===== config.mk =====
export PLATFORM = sky130hd
export DESIGN_NAME = demux1to2_stream
export DESIGN_NICKNAME = d
export VERILOG_FILES = /design/src/rtl/demux1to2_stream.sv
export SDC_FILE = /design/constraint.sdc
export NUM_CORES = 1
export LEC_CHECK = 0
export CAP_MARGIN = 5
export CORE_UTILIZATION = 50
export CTS_CLUSTER_SIZE = 30
export DETAILED_ROUTE_END_ITERATION = 16
export PLACE_DENSITY_LB_ADDON = 0.1
export REMOVE_ABC_BUFFERS = 1
export SLEW_MARGIN = 15
export SYNTH_ARGS = -nofsm -noshare
export SYNTH_HDL_FRONTEND = slang
export SYNTH_HIERARCHICAL = 1
export SYNTH_SLANG_ARGS = --single-unit

===== constraint.sdc =====
create_clock -name clk -period 5.8 [get_ports clk]
set_clock_uncertainty 0.1 [all_clocks]
set_input_delay 1.74 -clock clk [delete_from_list [all_inputs] [get_ports clk]]
set_output_delay 1.74 -clock clk [all_outputs]
set_load 0.005 [all_outputs]

===== src/rtl/demux1to2_stream.sv =====
// -----------------------------------------------------------------------------
// demux1to2_stream
//
// Purpose:
//   Splits one valid/ready word stream into two output channels. Each input
//   word carries a select bit: 1 steers it to channel A, 0 steers it to
//   channel B (same polarity as the team's 2:1 muxes). Every channel owns a
//   2-entry FIFO, so a stalled consumer soaks up two words before it pushes
//   back on the shared input. Per-channel counters record how many words
//   were accepted for each destination since reset.
//
// Ports:
//   clk        rising-edge clock
//   rst_n      asynchronous, active-low reset
//   in_data    input word (WIDTH bits)
//   in_sel     destination select: 1 = channel A, 0 = channel B
//   in_valid   input word present
//   in_ready   block accepts the input word this cycle
//   a_data     channel A head word (registered)
//   a_valid    channel A head word valid
//   a_ready    channel A consumer accepts
//   b_data     channel B head word (registered)
//   b_valid    channel B head word valid
//   b_ready    channel B consumer accepts
//   a_count    words accepted for A since reset, wraps modulo 2^CW
//   b_count    words accepted for B since reset, wraps modulo 2^CW
// -----------------------------------------------------------------------------

// -----------------------------------------------------------------------------
// demux1to2_stream_fifo2
//
// Purpose:
//   Two-entry FIFO used once per output channel: a head register that drives
//   the output directly, a second register behind it, and a 2-bit occupancy.
//
// Ports:
//   clk, rst_n   clock and asynchronous active-low reset
//   i_push       write i_data this edge (ignored while full)
//   i_data       word to write
//   i_pop        consumer takes the head this edge (ignored while empty)
//   o_valid      head holds a word
//   o_full       both entries hold words
//   o_data       head word
// -----------------------------------------------------------------------------
module demux1to2_stream_fifo2 #(
  parameter int WIDTH = 8
) (
  input  logic             clk,
  input  logic             rst_n,
  input  logic             i_push,
  input  logic [WIDTH-1:0] i_data,
  input  logic             i_pop,
  output logic             o_valid,
  output logic             o_full,
  output logic [WIDTH-1:0] o_data
);

  logic [1:0]       r_occ;
  logic [WIDTH-1:0] r_head;
  logic [WIDTH-1:0] r_second;

  logic w_push;
  logic w_pop;

  // Gate the requests locally so the FIFO can never overrun or underrun,
  // whatever the surrounding logic does.
  assign w_push  = i_push && (r_occ != 2'd2);
  assign w_pop   = i_pop && (r_occ != 2'd0);

  assign o_valid = (r_occ != 2'd0);
  assign o_full  = (r_occ == 2'd2);
  assign o_data  = r_head;

  // Data registers load only on a push into an empty slot or on a shift, so
  // the head stays frozen while the consumer stalls.
  always_ff @(posedge clk or negedge rst_n) begin
    if (!rst_n) begin
      r_occ    <= 2'd0;
      r_head   <= '0;
      r_second <= '0;
    end else begin
      case ({w_push, w_pop})
        2'b10: begin
          if (r_occ == 2'd0) begin
            r_head <= i_data;
            r_occ  <= 2'd1;
          end else begin
            r_second <= i_data;
            r_occ    <= 2'd2;
          end
        end
        2'b01: begin
          if (r_occ == 2'd2) begin
            r_head <= r_second;
            r_occ  <= 2'd1;
          end else begin
            r_occ <= 2'd0;
          end
        end
        // Push and pop together is only possible at occupancy 1: the new
        // word replaces the departing head and occupancy is unchanged.
        2'b11: begin
          r_head <= i_data;
        end
        default: begin
        end
      endcase
    end
  end

endmodule

module demux1to2_stream #(
  parameter int WIDTH = 8,
  parameter int CW    = 16
) (
  input  logic             clk,
  input  logic             rst_n,
  input  logic [WIDTH-1:0] in_data,
  input  logic             in_sel,
  input  logic             in_valid,
  output logic             in_ready,
  output logic [WIDTH-1:0] a_data,
  output logic             a_valid,
  input  logic             a_ready,
  output logic [WIDTH-1:0] b_data,
  output logic             b_valid,
  input  logic             b_ready,
  output logic [CW-1:0]    a_count,
  output logic [CW-1:0]    b_count
);

  logic w_fullA;
  logic w_fullB;
  logic w_accept;
  logic w_pushA;
  logic w_pushB;

  logic [CW-1:0] r_countA;
  logic [CW-1:0] r_countB;

  // in_ready looks only at the selected channel's occupancy, never at the
  // consumer readies, so there is no combinational ready path through here.
  assign in_ready = in_sel ? !w_fullA : !w_fullB;
  assign w_accept = in_valid && in_ready;
  assign w_pushA  = w_accept && in_sel;
  assign w_pushB  = w_accept && !in_sel;

  demux1to2_stream_fifo2 #(.WIDTH(WIDTH)) u_fifoA (
    .clk     (clk),
    .rst_n   (rst_n),
    .i_push  (w_pushA),
    .i_data  (in_data),
    .i_pop   (a_ready),
    .o_valid (a_valid),
    .o_full  (w_fullA),
    .o_data  (a_data)
  );

  demux1to2_stream_fifo2 #(.WIDTH(WIDTH)) u_fifoB (
    .clk     (clk),
    .rst_n   (rst_n),
    .i_push  (w_pushB),
    .i_data  (in_data),
    .i_pop   (b_ready),
    .o_valid (b_valid),
    .o_full  (w_fullB),
    .o_data  (b_data)
  );

  // Accepted-word counters; they simply wrap at 2^CW.
  always_ff @(posedge clk or negedge rst_n) begin
    if (!rst_n) begin
      r_countA <= '0;
      r_countB <= '0;
    end else begin
      if (w_pushA) begin
        r_countA <= r_countA + CW'(1);
      end
      if (w_pushB) begin
        r_countB <= r_countB + CW'(1);
      end
    end
  end

  assign a_count = r_countA;
  assign b_count = r_countB;

endmodule


* Word level (Yosys, flattened, before mapping)
Index checks and enable logic that the tools add are counted.
** Word-level totals
- Flip-flop bits (word level) :: 68
- Input bits :: 14
- Word-level logic and storage cells :: 61
** Operators by class
- Add/sub/neg operators :: 2
- Equal/unequal tests :: 14
- Mux-type cells :: 13
- Bitwise logic cells :: 2
- Reduce and logical (&&, ||, !) cells :: 22
** Operators with widths (number)
- one-hot mux 8 bit (3 select lines) :: 2
- adder 16 x 1 -> 16 bit (second input constant) :: 2
- two-way mux 8 bit :: 4
- == test 2 bit (second input constant) :: 6
- inequality test 2 bit (second input constant) :: 4
- one-hot mux 2 bit (2 select lines) :: 2
- nonzero test 2 bit :: 4
- logical AND 1 bit :: 7
- AND reduction 3 bit :: 2
- nonzero test 3 bit :: 2
- == test 2 x 1 -> 1 bit (second input constant) :: 2
- logical NOT 2 bit :: 2
- two-way mux 2 bit :: 2
- inequality test 2 x 1 -> 1 bit (second input constant) :: 2
- AND reduction 2 bit :: 2
- logical NOT 1 bit :: 3
- two-way mux 1 bit :: 3
- NOT 1 bit :: 2

* Logic depth before layout (Yosys ltp)
- Depth after elaboration :: 9
- Depth in mapped cells :: 10
- Gate-level depth less buffers :: 10

* Hierarchy
Netlist, hierarchy kept.
** Modules (own cells, without submodules)
- demux1to2_stream_fifo2 :: instances 2, cells each 63, area each 862.1 sq um, seq. area each 450.4 sq um
- demux1to2_stream :: instances 1, cells each 118, area each 1477.7 sq um, seq. area each 800.8 sq um

* Least setup slack after synthesis
OpenSTA, ideal clock, no wires.
- Path kind :: input to output
- Start point :: input in_sel
- End point :: output in_ready
- Arrival :: 1.924 ns
- Required time :: 3.960 ns
- Path slack :: 2.036 ns
- Stages on the path :: 1
- Buffers on the path :: 0
- Path through :: mux2i_1
** Between the ends
- Cells in the longest elaborated chain, start to end :: 1
** Ends and longest elaborated chain
- start, declared :: line 120 : input logic in_sel,
- two-way mux 1 bit :: line 144 : assign in_ready = in_sel ? !w_fullA : !w_fullB;
- end, declared :: line 122 : output logic in_ready,
Every way passes these cells.

* Final worst setup path
Ends and elaborated chain as after synthesis.

==> impl_metrics.toml <==
[status]
status = "complete, no violations"

[worst_setup_path]
cp_num_buf_inv = 2
start_kind = "primary input"
setup.reg_to_reg.worst_slack_ps = 2710
cpMostUsedCell = "clkdlybuf4s50_1"
timing.critical_path.fanout_max = 5
cp.arrival_ps = 3090
setup.worst_path.end_class = "output port"
worst_path_largest_cell_delay_ps = 610
critPathTopFamily = "buffers and inverters"
critical_path_required_ps = 3960
cpMaxStageDelayCell = "clkdlybuf4s50_1"
timing_worst_setup_path_type = "primary input to output port"
crit_chain = "clkdlybuf4s50_1 -> mux2i_1 -> clkdlybuf4s50_1"

[sta]
finalHoldViolCount = 0
slew-limit-headroom_pct = 62.3
fmax_achieved_mhz = 203
final.min_clock_period_ps = 4930
report.final.setup_viol = 0
final_max_slew_viol_count = 0
post-route-period-util_pct = 85.0
rsz0062_at_grt = "no"
slew_at_the_pin_with_the_worst_max_slew_slack_ps = 565
setup-tns-final_ps = 0

[power_and_ir_drop]
power.total_mw = 1.84
vdd_drop_max_uv = 303
p_per_area_nw_per_um2 = 446
leakage_nw = 1.91

[cells_and_area]
synthToLayoutAreaGrowth_pct = 28.7
post_route_cells_drive_above_1_share_pct = 23.8
final_net_count = 339
num-fill-cells = 492
ff_latch_area_um2 = 1700
multi_input_area_um2 = 1460
num_antenna_cells = 0

[logic_synthesis]
yosys_register_bits = 68
synth.cell_area_um2 = 3200
synth_area_per_cell_um2 = 13.1
share_of_flip_flops_with_an_asynchronous_set_or_reset_pct = 100
ys_flop_type = "dfrtp_1"
netlist_top_cells_count = "dfrtp_1, mux2_2, nand2_1, xnor2_1, xor2_1"
synthCells = 244
synth_enable_flop_cells = 0
proportion_of_netlist_area_held_by_the_largest_area_contributor_pct = 53.1
synthTopCellsByArea = "dfrtp_1, mux2_2, xnor2_1"
yosys.area.top_type = "dfrtp_1"
synth-seq-area-share_pct = 53.1
yosysMostFrequentCell = "dfrtp_1"
synth_warnings = 6
post_synth_cell_types = 29

[cts]
cts-resized-gates = 0
clk_pin_slew_ps = 60
cts_tree = "done"
cts_sinks = 68
cts.root.buffer_cell = "clkbuf_8"
postcts_setup_bufs = 0
tritoncts.num_buffers = 9
hold_buffers = 0
htree_depth = 3
clk-insertion-delay-late_ps = 330
clk_buf_depth = 2

[grt]
globalRoute.totalOverflow = 0
antenna_found_initial = 0
first_pass_grt_wire_length_um = 9810
largest_net_degree_at_the_start_of_global_routing = 46
first_global_vias = 2066
globalRouteTotalUtil_pct = 19.9

[floorplan]
start_util_pct = 52.8
floorplan.die.height_um = 82.0
placementRows = 28
chipWidth_um = 82.0
floorplan.core_area_um2 = 6060
io_pins = 65
die_outline_area_um2 = 6730

[route]
routed-wl-met2_um = 2850
routed-via-count = 2065
ant_nets = 0
route.detailed.vias_per_inst = 5.18
post-route-drc-count = 0
routedLengthMet1_um = 2790
wl_met3_um = 284
detail_route.wirelength_um = 5990
post_drt_wl_per_cell_um = 15.0
dr.pass1.iters = 4
top_layer_used = "met4"
drt_first_iter_violations = 86

[place]
routabilityCongestion = 0.756
hpwlAfterDp_um = 4250
io_buffers = 64

[job]
max_cap_viol_count = 0

[worst_hold_path]
worstHoldPathType = "register to register"
-- final timing paths --
check | startpoint | cells after the start | to
setup / recovery | in_sel | 3 | in_ready
min in group asynchronous | rst_n | 1 | b_count[11]$_DFFE_PN0P_
hold reg to reg | b_count[15]$_DFFE_PN0P_ | 1 | b_count[15]$_DFFE_PN0P_
max in group asynchronous | rst_n | 2 | u_fifoB/r_second[3]$_DFFE_PN0P_
hold / removal | b_count[15]$_DFFE_PN0P_ | 1 | b_count[15]$_DFFE_PN0P_
setup reg to reg | u_fifoA/r_occ[0]$_DFFE_PN0P_ | 9 | u_fifoA/o_data[1]$_DFFE_PN0P_
-- per-stage QoR --
step	instances	instance area, um2	utilization (%)	hold slack, ps	worst slack, ps
2_1_floorplan	242	3190	-	368	1910
3_3_place_gp	383	3940	65.0	360	916
3_5_place_dp	383	3940	65.0	363	878
4_1_cts	399	4120	68.0	375	872
5_1_grt	399	4120	68.0	397	836
6_report	399	4120	68.0	369	872
-- power by group --
part / internal, mW / switching, mW / leakage (nW) / total, mW
logic: 0.455 / 0.259 / 0.959 / 0.713
registers: 0.639 / 0.130 / 0.862 / 0.769
clock network: 0.191 / 0.167 / 0.0937 / 0.357
-- cells by family after synthesis --
group | after synthesis | share of synthesized area (%)
flops | 68 | 53.1
buf+inv | 12 | 1.41
fa+ha+maj | 6 | 2.34
xor+xnor | 32 | 8.75
simple gates | 66 | 14.1
compound gates | 10 | 2.74
mux | 50 | 17.5
-- state kept, by name (all words and copies together) (netlist names) --
register,cells
a_count,16
b_count,16
u_fifoA/o_data,8
u_fifoA/r_second,8
u_fifoB/o_data,8
u_fifoB/r_second,8
u_fifoA/r_occ,2
u_fifoB/r_occ,2
-- worst register-to-register path: stages, from the launching register on --
cell and delay, ps:
dfrtp_1 480, or2b_1 160, inv_1 80, nand3b_2 330, inv_1 180, nand2_1 100, ha_1 370, or3b_1 460
a22oi_4 350, mux2_2 380
-- layout make-up --
cell class                 count  share of cell area, %
multi-input combinational    164                   35.3
tap                           75                   2.28
sequential                    68                   41.3
clock buffer                  15                   4.28
inverter                      10                  0.911
clock inverter                 1                  0.121
timing repair buffer          66                   15.8
-- layout by cell type, fill, tap and decap left out, types with 2 or more instances in the layout --
cell,n
or2_2,2
nor3_1,5
xnor2_1,17
and3_1,4
a22oi_4,2
clkbuf_8,12
nand2b_1,2
clkdlybuf4s50_1,63
ha_1,6
nor2_1,3
or3b_1,2
clkbuf_1,3
nand4_1,6
a21oi_1,6
nand3_1,9
nor4_4,4
xor2_1,15
a21o_1,2
dfrtp_1,68
buf_4,2
inv_1,10
nand2_1,19
or2b_1,2
or2_1,2
mux2_2,49
-- metal layers --
layer / GRT usage (%) / vias to the layer above
li1: - / 1010
met1: 25.7 / 994
met2: 31.7 / 52
met3: 4.56 / 9
met4: 8.95 / 0
met5: 0 / -
No activity file was read; power rests on OpenSTA's default activity.
